--- config.mk ---
export PLATFORM = sky130hd
export DESIGN_NAME = reg_file_32
export DESIGN_NICKNAME = d
export VERILOG_FILES = /design/src/rtl/reg_file_32.sv
export SDC_FILE = /design/constraint.sdc
export NUM_CORES = 2
export LEC_CHECK = 0
export CAP_MARGIN = 10
export CORE_MARGIN = 2
export CORE_UTILIZATION = 35
export CTS_CLUSTER_SIZE = 25
export DETAILED_ROUTE_END_ITERATION = 16
export PLACE_DENSITY = 0.52
export SLEW_MARGIN = 30
export SYNTH_ARGS = -nofsm -noshare
export SYNTH_HDL_FRONTEND = slang
export SYNTH_SLANG_ARGS = --single-unit
export TNS_END_PERCENT = 30
--- constraint.sdc ---
create_clock -name clk -period 38 [get_ports clk]
set_input_delay 3.8 -clock clk [delete_from_list [all_inputs] [get_ports clk]]
set_output_delay 3.8 -clock clk [all_outputs]
set_load 0.05 [all_outputs]
--- src/rtl/reg_file_32.sv ---
// rtl/reg_file_32.sv - 2**ADDR_W x DATA_W register file, two registered read ports, sequenced clear
// Optional REG_ZERO_EN: entry 0 hardwired to zero (writes discarded, reads return 0).
module reg_file_32 #(
  parameter int DATA_W = 32,
  parameter int ADDR_W = 5
) (
  input  logic              clk,
  input  logic              rst,
  input  logic              we,
  input  logic [ADDR_W-1:0] wr_addr,
  input  logic [DATA_W-1:0] wr_data,
  input  logic [ADDR_W-1:0] rd_addr_a,
  input  logic [ADDR_W-1:0] rd_addr_b,
  input  logic              clr,
  output logic [DATA_W-1:0] rd_data_a,
  output logic [DATA_W-1:0] rd_data_b,
  output logic              busy
);

  localparam int DEPTH = 1 << ADDR_W;
  localparam logic [ADDR_W-1:0] LAST_ADDR = ADDR_W'(DEPTH - 1);

  localparam logic [0:0] ST_IDLE  = 1'b0;
  localparam logic [0:0] ST_CLEAR = 1'b1;

  logic [DATA_W-1:0] mem [DEPTH];
  logic [0:0]        state;
  logic [ADDR_W-1:0] cnt;

  logic              clr_active;
  logic              clr_start;
  logic              wr_commit;
  logic [DATA_W-1:0] nxt_a;
  logic [DATA_W-1:0] nxt_b;

  assign clr_active = (state == ST_CLEAR);
  assign clr_start  = (state == ST_IDLE) && clr;

`ifdef REG_ZERO_EN
  assign wr_commit  = (state == ST_IDLE) && we && !clr && (wr_addr != '0);
`else
  assign wr_commit  = (state == ST_IDLE) && we && !clr;
`endif

  assign busy = clr_active;

  // Read ports see the entry as it stands after this edge: clear beats write, write beats stored value.
  always_comb begin
    nxt_a = mem[rd_addr_a];
    if (clr_active && (cnt == rd_addr_a)) begin
      nxt_a = '0;
    end else if (wr_commit && (wr_addr == rd_addr_a)) begin
      nxt_a = wr_data;
    end
`ifdef REG_ZERO_EN
    if (rd_addr_a == '0) begin
      nxt_a = '0;
    end
`endif
  end

  always_comb begin
    nxt_b = mem[rd_addr_b];
    if (clr_active && (cnt == rd_addr_b)) begin
      nxt_b = '0;
    end else if (wr_commit && (wr_addr == rd_addr_b)) begin
      nxt_b = wr_data;
    end
`ifdef REG_ZERO_EN
    if (rd_addr_b == '0) begin
      nxt_b = '0;
    end
`endif
  end

  always_ff @(posedge clk or posedge rst) begin
    if (rst) begin
      for (int i = 0; i < DEPTH; i++) begin
        mem[i] <= '0;
      end
    end else if (clr_active) begin
      mem[cnt] <= '0;
    end else if (wr_commit) begin
      mem[wr_addr] <= wr_data;
    end
  end

  // Single pass over the array; the counter parks at 0 once the last entry is zeroed.
  always_ff @(posedge clk or posedge rst) begin
    if (rst) begin
      state <= ST_IDLE;
      cnt   <= '0;
    end else if (clr_active) begin
      if (cnt == LAST_ADDR) begin
        state <= ST_IDLE;
        cnt   <= '0;
      end else begin
        cnt   <= cnt + ADDR_W'(1);
      end
    end else if (clr_start) begin
      state <= ST_CLEAR;
      cnt   <= '0;
    end
  end

  always_ff @(posedge clk or posedge rst) begin
    if (rst) begin
      rd_data_a <= '0;
      rd_data_b <= '0;
    end else begin
      rd_data_a <= nxt_a;
      rd_data_b <= nxt_b;
    end
  end

endmodule

* Yosys cells after proc, flatten, opt, wreduce, memory -nomap -nowiden
Index checks and enable logic that the tools add are counted.
Word-level totals: register bits 1094, latch bits 0, bits in writable memories 0, ROM bits 0, output and inout port bits 65, logic and storage cells 90, memories kept 0
Cells by class: $add $sub $neg 1, multiply operators 0, div/mod/pow operators 0, $lt $le $gt $ge 6, equality and inequality tests 5, shift operators 0, mux-type cells 23, bitwise gates (word level) 7, reduce and logical (&&, ||, !) cells 12
Operators by type and width (count):
- two-way mux 1024 bit | 2
- bitwise AND 1024 bit | 1
- bitwise mux 1024 bit | 1
- NOT 1024 bit | 1
- binary-select mux 32 bit (select 5 bit) | 2
- demux 32 bit (select 5 bit) | 2
- two-way mux 32 bit | 10
- >= comparator 6 bit, second input constant | 4
- NOT 5 -> 6 bit | 4
- equality test 5 bit | 4
- two-way mux 5 bit | 3
- less-than comparator 6 x 1 -> 1 bit, second input constant | 2
- logical AND 1 bit | 9
- adder 5 x 1 -> 5 bit, second input constant | 1
- equality test 5 bit, second input constant | 1
- nonzero test 2 bit | 2
- two-way mux 1 bit | 3
- logical NOT 1 bit | 1
- NOT 1 bit | 1

* Longest topological paths before layout
depth in word-level cells 8, gate-level depth with buffers 10, gate-level depth less buffers 6

* Least setup slack after synthesis
No wires, ideal clock.
kind input port to flip-flop, from input rd_addr_b[0], to register rd_data_b[1], setup time 122 ps, arrival time 5426 ps, data required time 37878 ps, setup slack 32453 ps, stages 7, path buffers 3, cell sequence buf_6 -> buf_12 -> buf_2 -> mux4_2 -> a22oi_1 -> nand3_1 -> a32o_1
On the way: cells in the longest elaborated chain, start to end 6, elaborated cells between the ends (all ways) 10, those cells by class eq/ne: 2; mux: 5; bitwise: 1; reduce/logical: 2
Ends and longest elaborated chain:
- start: declaration | line 13 | input logic [ADDR_W-1:0] rd_addr_b,
- NOT 5 -> 6 bit (not written as such) | line 63 | nxt_b = mem[rd_addr_b];
- binary-select mux 32 bit (select 5 bit) | line 63
- two-way mux 32 bit (not written as such) (2 in series) | line 63
- two-way mux 32 bit | line 66 | end else if (wr_commit && (wr_addr == rd_addr_b)) begin
- two-way mux 32 bit * | line 64 | if (clr_active && (cnt == rd_addr_b)) begin
- net nxt_b[1] | line 34 | logic [DATA_W-1:0] nxt_b;
- end signal: assignment | line 112 | rd_data_b <= nxt_b;
- end: declaration | line 16 | output logic [DATA_W-1:0] rd_data_b,
Mark *: on every way through the listed nets, which the timed path passes. The rest lies on a longest branch. The select of a mux whose other input is x is not followed. A chain may end at the register's enable or synchronous reset.

* Final worst setup path
from input rd_addr_b[2], to register rd_data_b[24]
Same word-level chain as after synthesis.

==> impl_metrics.json <==
{
  "status": "complete, no violations",
  "row_count": 147,
  "cp.arrival_ns": 7.60,
  "synth.largest_area_cell": "dfrtp_1",
  "portBuffers": 115,
  "async_reset_ff_share_pct": 100.0,
  "vias_per_cell": 6.930,
  "yosysSeqAreaShare_pct": 48.32,
  "clk_pin_slew_ns": 0.06,
  "h-tree-depth": 4,
  "regArea_mm2": 0.02738,
  "root_buffer": "clkbuf_16",
  "clockBufferDepth": 3,
  "period_needed_ns": 7.024,
  "cts_setup_buffers": 0,
  "pin_count": 116,
  "ant_nets": 0,
  "synth-seq-cells": 1094,
  "yosysWarningCount": 0,
  "final.setup.worst_slack_ns": 30.98,
  "wl_per_cell_um": 38.84,
  "syn_avg_cell_area_um2": 12.97,
  "insertion_delay_ns": 0.81,
  "holdBufCountCts": 0,
  "fin_crit_sh_pct": 18.48,
  "start_util_pct": 35.25,
  "gp_congestion": 0.8387,
  "drc_errors": 0,
  "synth_top_cell_area_share_pct": 48.32,
  "cts_tree": "done",
  "die_width_um": 406.3,
  "fp.dieH_um": 406.3,
  "dieArea_mm2": 0.1651,
  "required_ns": 38.58,
  "track_usage_pct": 30.21,
  "powerDensity_mw_per_mm2": 51.48,
  "final_common_cell": "dfrtp_1",
  "layout.nets": 4274,
  "synth_area_mm2": 0.05666,
  "yosysUniqueCellTypes": 63,
  "path_class": "in -> reg",
  "drv_slew": 0,
  "drive_gt1_share_pct": 17.88,
  "grt_pass1_vias": 44027,
  "multi_input_area_mm2": 0.02696,
  "synth_edf_count": 0,
  "diodes": 0,
  "grt_overflow": 0,
  "cp_max_fo": 28,
  "p_leak_uw": 0.02806,
  "pre_cts_ws_ns": 30.24,
  "grt_pass1_wl_um": 352800,
  "worst_pin_slew_ns": 1.132,
  "synth.area.top_cells": "dfrtp_1 48%, a22o_1 16%, mux4_2 12%",
  "skew_ns": 0.03381,
  "via_count": 44884,
  "grt_max_degree": 156,
  "layout_common_cells": "1094 x dfrtp_1, 1032 x a22o_1, 425 x mux2i_1",
  "fillers": 15013,
  "coreArea_mm2": 0.1608,
  "syn_inst": 4367,
  "setup_violations": 0,
  "cp-end-kind": "flop",
  "antenna_found_initial": 10,
  "area_growth_pct": 13.03,
  "drv_cap": 0,
  "hold_viol": 0,
  "fmax_ghz": 0.1424,
  "dp_hpwl_um": 132200,
  "start_kind": "input port",
  "hp-class": "reg -> reg",
  "ir_drop_uv": 39.71,
  "syn-num-nets": 4423,
  "clock_sinks": 1094,
  "dr.first_iter.drc_count": 6525,
  "cts_resized": 0,
  "rsz0062_at_grt": "no",
  "drt-total-wl_um": 251500,
  "cts-buffers-inserted": 130,
  "drt-pass1-iter-count": 6,
  "ys.flop_type": "dfrtp_1",
  "finalSetupTns_ns": 0,
  "max-slew-margin-rel_pct": 24.33
}
[routing by layer]
layer / global-route usage, % / wire [um]
met5: 0.6542 / 160
met4: 13.23 / 12500
met3: 9.789 / 31480
met2: 42.77 / 105900
met1: 42.03 / 101500
[logic make-up (layout without fill, tap and decap cells)]
logic type                 Yosys count  count (layout)  synth area share (%)
AOI/OAI and AO/OA                 1579            1579                 23.38
xor gates and xnor gates            22              22                0.3401
adders and majority gates            5               5                0.1104
buffers and inverters              587             537                 5.311
DFF                               1094            1094                 48.32
muxes                              731             731                 19.77
and+or+nand+nor                    349             349                 2.769
[sequential cells by signal (all words and copies together) (netlist names)]
| signal | flops |
|---|---|
| rd_data_b | 32 |
| cnt | 5 |
| mem | 1024 |
| busy | 1 |
| rd_data_a | 32 |
[power breakdown]
| group | switching [uW] | total, uW | leakage (uW) | internal [uW] |
|---|---|---|---|---|
| sequential | 89.6 | 1360 | 0.0151 | 1270 |
| combinational | 436 | 666 | 0.0108 | 230 |
| clock | 535 | 1280 | 0.00209 | 740 |
[synthesized netlist by cell type, types with 5 or more instances]
cell / count
mux4_2: 291
o21ai_0: 76
buf_1: 40
nand2_1: 109
a2111oi_0: 9
and3_1: 6
a211oi_1: 12
and2_1: 6
nand2b_1: 9
nand4_1: 13
mux4_1: 15
nor2b_1: 6
buf_4: 15
a221oi_2: 5
o32ai_1: 11
xnor2_1: 10
a31oi_1: 17
nor3_1: 47
o21ai_1: 12
a21oi_1: 58
a221o_1: 36
inv_1: 9
dfrtp_1: 1094
mux2i_1: 425
a22oi_1: 31
a32o_1: 26
clkbuf_1: 357
a22o_1: 1032
o21a_1: 5
nor2_1: 110
o221ai_1: 5
o2111ai_1: 6
buf_12: 8
o211ai_1: 28
a311oi_1: 12
ha_1: 5
buf_8: 15
nand3_1: 26
buf_2: 93
a221oi_1: 174
xor2_1: 12
buf_6: 44
[final cells by class]
class	instances	area share (%)
clock inverter	47	0.7502
timing repair buffer	292	4.244
sequential	1094	42.75
tap	2160	4.220
inverter	14	0.09964
multi-input combinational	2686	42.10
clock buffer	184	5.840
[final timing paths]
kind / start / end / slack [ns] / cells past startpoint
worst min-delay path: mem[773] / mem[773] / 0.51 / 1
worst max register to register: busy / rd_data_a[19] / 33.80 / 8
min in group asynchronous: rst / rd_data_a[28] / 3.60 / 2
max in group asynchronous: rst / mem[774] / 31.41 / 6
worst min register to register: mem[773] / mem[773] / 0.51 / 1
worst max-delay path: rd_addr_b[2] / rd_data_b[24] / 30.98 / 8
[per-stage QoR]
stage / util (%) / hold WS (ns) / std cells / total power [uW] / area (um^2)
after global placement: 37.07 / 0.4941 / 6238 / 2008 / 59580
final: 39.84 / 0.5131 / 6477 / 3297 / 64040
after floorplan: - / 0.4745 / 4367 / 1743 / 56660
after detailed placement: 37.13 / 0.4968 / 6241 / 2017 / 59680
after global routing: 39.84 / 0.5267 / 6477 / 3391 / 64040
after CTS: 39.75 / 0.5156 / 6472 / 3288 / 63900
[worst max-delay path, cell delays in order]
cell	delay [ns]
buf_4	0.32
buf_4	0.52
inv_4	0.35
nor2_4	0.36
buf_4	0.73
a221oi_1	0.26
o32ai_1	0.86
o221ai_1	0.33
Power figures use the tool's default switching activity.
